===== src/rtl/drum_pkg.sv =====
// Shared types for the drum step scheduler: FSM states, 1.17 sample type,
// memory address width and the pluck-shape initial value helper.
package drum_pkg;

  localparam int unsigned ADDR_W = 5;

  typedef logic signed [17:0] sample_t;

  typedef enum logic [2:0] {
    StIdle,
    StInit,
    StPrimeRd,
    StPrimeLd,
    StRd,
    StLd,
    StWr
  } state_e;

  // Triangular pluck: STEP * min(row, 2*center - row), clamped at zero.
  function automatic sample_t pluck_val(input int row, input int center, input sample_t step);
    int m;
    m = 2 * center - row;
    if (row < m) m = row;
    if (m < 0) m = 0;
    return sample_t'(m * int'(step));
  endfunction

endpackage


===== src/rtl/drum_step_sched.sv =====
// Sequences one drum-column time step over external M10Ks and an external node datapath.
// Optional DRUM_PLUCK_INIT_EN adds an INIT phase that writes a pluck shape into both memories.
module drum_step_sched
  import drum_pkg::*;
#(
  parameter int unsigned ROWS   = 30,
  parameter int unsigned CENTER = 15,
  parameter sample_t     STEP   = 18'h01FFE
) (
  input  logic              clk,
  input  logic              reset,
  input  logic              start,
  output logic              busy,
  output logic              done,
  output logic              init_done,
  output logic [ADDR_W-1:0] curr_raddr,
  output logic [ADDR_W-1:0] curr_waddr,
  output logic              curr_we,
  output sample_t           curr_d,
  input  sample_t           curr_q,
  output logic [ADDR_W-1:0] prev_raddr,
  output logic [ADDR_W-1:0] prev_waddr,
  output logic              prev_we,
  output sample_t           prev_d,
  input  sample_t           prev_q,
  output sample_t           node_curr,
  output sample_t           node_prev,
  output sample_t           node_up,
  output sample_t           node_down,
  input  sample_t           node_next,
  output sample_t           amp_out,
  output logic              amp_valid
);

  localparam logic [ADDR_W-1:0] LastRow   = ADDR_W'(ROWS - 1);
  localparam logic [ADDR_W-1:0] CenterRow = ADDR_W'(CENTER);
`ifdef DRUM_PLUCK_INIT_EN
  localparam state_e ResetSt = StInit;
`else
  localparam state_e ResetSt = StIdle;
`endif

  state_e            state_q, state_d;
  logic [ADDR_W-1:0] row_q, row_d;
  sample_t           curr_reg_q, curr_reg_d;
  sample_t           prev_reg_q, prev_reg_d;
  sample_t           up_reg_q, up_reg_d;
  sample_t           down_reg_q, down_reg_d;
  sample_t           amp_q, amp_d;
  logic              done_q, done_d;
  logic              amp_valid_q, amp_valid_d;
  logic              init_done_q, init_done_d;

  always_comb begin
    state_d     = state_q;
    row_d       = row_q;
    curr_reg_d  = curr_reg_q;
    prev_reg_d  = prev_reg_q;
    up_reg_d    = up_reg_q;
    down_reg_d  = down_reg_q;
    amp_d       = amp_q;
    done_d      = 1'b0;
    amp_valid_d = 1'b0;
    init_done_d = init_done_q;
    curr_raddr  = '0;
    curr_waddr  = '0;
    curr_we     = 1'b0;
    curr_d      = '0;
    prev_raddr  = '0;
    prev_waddr  = '0;
    prev_we     = 1'b0;
    prev_d      = '0;
`ifndef DRUM_PLUCK_INIT_EN
    init_done_d = 1'b1;
`endif

    unique case (state_q)
      StIdle: begin
        if (start && init_done_q) state_d = StPrimeRd;
      end
      StInit: begin
`ifdef DRUM_PLUCK_INIT_EN
        curr_we    = 1'b1;
        prev_we    = 1'b1;
        curr_waddr = row_q;
        prev_waddr = row_q;
        curr_d     = pluck_val(int'(row_q), int'(CENTER), STEP);
        prev_d     = curr_d;
        if (row_q == LastRow) begin
          row_d       = '0;
          init_done_d = 1'b1;
          state_d     = StIdle;
        end else begin
          row_d = row_q + 5'd1;
        end
`else
        state_d = StIdle;
`endif
      end
      StPrimeRd: begin
        curr_raddr = '0;
        state_d    = StPrimeLd;
      end
      StPrimeLd: begin
        curr_reg_d = curr_q;
        down_reg_d = '0;
        row_d      = '0;
        state_d    = StRd;
      end
      StRd: begin
        // Last row has no upper neighbour; keep the address in range.
        curr_raddr = (row_q < LastRow) ? row_q + 5'd1 : row_q;
        prev_raddr = row_q;
        state_d    = StLd;
      end
      StLd: begin
        up_reg_d   = (row_q == LastRow) ? '0 : curr_q;
        prev_reg_d = prev_q;
        state_d    = StWr;
      end
      StWr: begin
        curr_we    = 1'b1;
        curr_waddr = row_q;
        curr_d     = node_next;
        prev_we    = 1'b1;
        prev_waddr = row_q;
        prev_d     = curr_reg_q;
        // Slide the three-row window up by one.
        down_reg_d = curr_reg_q;
        curr_reg_d = up_reg_q;
        if (row_q == CenterRow) amp_d = node_next;
        if (row_q == LastRow) begin
          done_d      = 1'b1;
          amp_valid_d = 1'b1;
          state_d     = StIdle;
        end else begin
          row_d   = row_q + 5'd1;
          state_d = StRd;
        end
      end
      default: state_d = StIdle;
    endcase

    // A reset cycle must never commit a write.
    if (reset) begin
      curr_we = 1'b0;
      prev_we = 1'b0;
    end
  end

  always_ff @(posedge clk) begin
    if (reset) begin
      state_q     <= ResetSt;
      row_q       <= '0;
      curr_reg_q  <= '0;
      prev_reg_q  <= '0;
      up_reg_q    <= '0;
      down_reg_q  <= '0;
      amp_q       <= '0;
      done_q      <= 1'b0;
      amp_valid_q <= 1'b0;
      init_done_q <= 1'b0;
    end else begin
      state_q     <= state_d;
      row_q       <= row_d;
      curr_reg_q  <= curr_reg_d;
      prev_reg_q  <= prev_reg_d;
      up_reg_q    <= up_reg_d;
      down_reg_q  <= down_reg_d;
      amp_q       <= amp_d;
      done_q      <= done_d;
      amp_valid_q <= amp_valid_d;
      init_done_q <= init_done_d;
    end
  end

  assign busy      = (state_q != StIdle);
  assign done      = done_q;
  assign amp_valid = amp_valid_q;
  assign amp_out   = amp_q;
  assign init_done = init_done_q;
  assign node_curr = curr_reg_q;
  assign node_prev = prev_reg_q;
  assign node_up   = up_reg_q;
  assign node_down = down_reg_q;

endmodule


===== config.mk =====
export PLATFORM = sky130hd
export DESIGN_NAME = drum_step_sched
export DESIGN_NICKNAME = d
export VERILOG_FILES = /design/src/rtl/drum_pkg.sv /design/src/rtl/drum_step_sched.sv
export SDC_FILE = /design/constraint.sdc
export NUM_CORES = 1
export LEC_CHECK = 0
export ABC_AREA = 1
export BUFFER_PORTS_ARGS = -buffer_cell sky130_fd_sc_hd__buf_4
export CAP_MARGIN = 15
export CORE_AREA = 3 3 98 100
export DETAILED_ROUTE_END_ITERATION = 7
export DIE_AREA = 0 0 101 103
export PLACE_DENSITY = 0.87
export SLEW_MARGIN = 40
export SYNTH_ARGS = -nofsm -noshare
export SYNTH_HDL_FRONTEND = slang
export SYNTH_SLANG_ARGS = --single-unit

===== constraint.sdc =====
create_clock -name clk -period 5.4 [get_ports clk]
set_input_delay 1.35 -clock clk [delete_from_list [all_inputs] [get_ports clk]]
set_output_delay 1.35 -clock clk [all_outputs]
set_load 0.02 [all_outputs]

==> run summary <==
switching power - 0.348 mW
Routed Antenna Nets - 0
Synth area leader - dfxtp_1
Net Sw Frac - 26.1%
Final Hold Fails - 0
via count - 4610
Port Buffer Count - 208
DIE AREA - 0.0104 mm2
sequential share of power - 56.7%
Placed Cells - 903
max-slew violations - 0
max incr delay on CP - 0.63 ns
area of the mapped netlist - 0.00439 mm2
Fmax - 249 MHz
min Tclk post-route - 4.01 ns
Distinct cells, synth - 26
Critical Path Sink Type - output port
post-DP HPWL - 9720 um
Max Cap Viol - 0
pin count of the biggest net entering global routing - 82
CTS tree - built
post-route cell area - 0.00603 mm2
CP Cell Sequence - nand3_4 > inv_2 > buf_4 > nand2_1 > inv_1 > buf_4
Worst EP required - 4.05 ns
Crit path buffers/inverters - 4
Synth top area share - 45.6%
core area - 0.00876 mm2
setup_tns - 0 ns
Crit path top cell by count - buf_4
clk slew on worst S/H paths - 0.10 ns
DR iter-0 viols - 264
layout cell share with drive strength beyond 1 - 29.2%
crit path DAT - 2.66 ns
crit share post-route - 74.4%
global-route wire length before repair - 21100 um
Hold-fix buffers, CTS - 0
CP Depth - 6
Avg WL per Cell - 14.4 um
Worst Path Max Fanout - 46
Layout area overhead - 37.3%
slew margin rel. - 46.2%
Clock Latency Late Sink - 0.36 ns
drc violations - 0
cells resized by post-CTS repair - 0
Crit-path slowest cell - inv_2
Yosys reg bits - 100
H-tree Lvls - 3
Combinational Power Share - 8.8%
initial core utilization - 50.1%
FILL cells - 736
Worst setup SP type - flop
hold depth - 2
die height - 103 um
global route overflow - 0
internal power - 0.985 mW
GRT Overall Usage - 25.0%
Area after DPL - 0.00584 mm2
Die Wd - 101 um
nets@finish - 866
DRT Pass-1 Iters - 6
HP Class - flop to flop
power density over cell area - 221 mW/mm2
initial antenna violation count - 0
top area cells in the synthesized netlist - dfxtp_1, nand2_1, a21oi_1, inv_1, nand3_1
number of top-level pins - 209
clk buf depth - 2
critical path class - flop to output port
Site Rows - 34
Yosys warning count - 0
Non-Filler Instances - 919
worst-margin pin slew - 0.808 ns
Clock power frac - 34.5%
worst vdd ir - 147 uV
Synth Instances - 629
Num CTS Buffers - 9
leakage power - 2.97 nW
delay-heaviest family, CP - buffers and inverters
syn_nets - 689
R2R cell count - 6
Via-to-Cell Ratio - 5.02
Antenna diodes - 0
vias in the first global route - 4351
final WL - 13200 um
syn_area_per_cell - 6.98 um2
CTS sink cnt - 100
final RePlAce weighted congestion - 0.887
RSZ-0062 raised after global routing - no
# Post-CTS Setup Buffers - 0
Final Setup Violations - 0
Root Buffer - clkbuf_8
register area share after synthesis - 45.6%
Layout Skew - 0.0157 ns
status - finished clean
[power by group through the flow]
stage	logic [mW]	registers, mW	clock network, mW
final	0.117	0.756	0.460
after global routing	0.129	0.758	0.499
after CTS	0.118	0.756	0.467
after detailed placement	0.117	0.773	0
after global placement	0.115	0.772	0
after floorplan	0.0525	0.778	0
[worst paths after layout]
check                        to   startpoint  slack, ns
hold reg to reg     amp_out[17]  amp_out[17]       0.47
hold / removal      amp_out[17]  amp_out[17]       0.47
setup reg to reg  node_curr[17]   state_q[2]       3.03
setup / recovery     prev_d[10]   state_q[2]       1.39
[registers in the layout, summed over array words and instances (netlist names)]
register and count:
amp_out 18, node_curr 18, node_down 18, node_prev 18, node_up 18, row_q 5, state_q 3, amp_valid 1
init_done 1
[cell families after synthesis]
logic type	Yosys count	share of synthesized area, %
and+or+nand+nor	269	25.5
buffers and inverters	135	14.0
AOI/OAI and AO/OA	121	13.8
DFF	100	45.6
adders and majority gates	3	0.855
xor gates and xnor gates	1	0.200
[layer usage]
metal  GRT usage (%)  up-vias  share of wire (%)  wire [um]
met2            44.6      200                 51       6820
li1                -     2303                  -          -
met3            4.87       23                8.1       1070
met5               0        -                  0          0
met1            30.2     2084                 39       5120
met4            8.49        0                1.8        233
[cell type report]
class | instances | area, um2 | share of cell area [%]
Clock buffer | 10 | 138 | 2.28
Timing Repair Buffer | 212 | 1590 | 26.4
Tap cell | 108 | 135 | 2.24
Inverter | 89 | 335 | 5.56
Sequential cell | 100 | 2000 | 33.2
Multi-Input combinational cell | 394 | 1770 | 29.4
Clock inverter | 6 | 53.8 | 0.893
[placed cells by master (no fill, tap or decap), types with 2 or more instances in the layout]
master / n
a21oi_1: 99
nand3_1: 45
clkinv_4: 2
nand2_2: 2
clkbuf_8: 10
nand2_1: 159
ha_1: 3
nand4_1: 2
o21ai_0: 20
dfxtp_1: 100
buf_4: 212
inv_1: 85
nor2_1: 56
inv_6: 2
inv_2: 3
[Yosys cell counts]
cell / instances
o21ai_1: 1
nand3_4: 1
a21oi_1: 99
clkbuf_1: 14
buf_6: 6
buf_1: 1
clkinv_2: 1
o21ai_0: 20
inv_2: 3
ha_1: 3
buf_2: 11
nor2_1: 56
nor3_1: 1
nand2_4: 1
nand2_1: 159
clkbuf_2: 1
nand2_2: 2
buf_4: 13
xor2_1: 1
nor3b_1: 1
nand3b_4: 1
a31oi_1: 1
nand4_1: 2
nand3_1: 45
inv_1: 85
dfxtp_1: 100
[stage by stage]
stage	utilization (%)	setup WS [ns]	hold slack, ns	total power [mW]
after floorplan	-	1.76	0.484	0.830
after global placement	66.5	1.91	0.451	0.887
after detailed placement	66.6	1.80	0.453	0.890
after CTS	68.8	1.40	0.468	1.34
after global routing	68.8	1.12	0.483	1.39
final	68.8	1.39	0.467	1.33
[worst min-delay path: cells and delay by family (launching register included)]
kind	cells	cell delay [ns]
AO/OA/AOI/OAI	1	0.05
AND/OR/NAND/NOR	1	0.06
flip-flops	1	0.32
(Power assumes the default switching activity.)
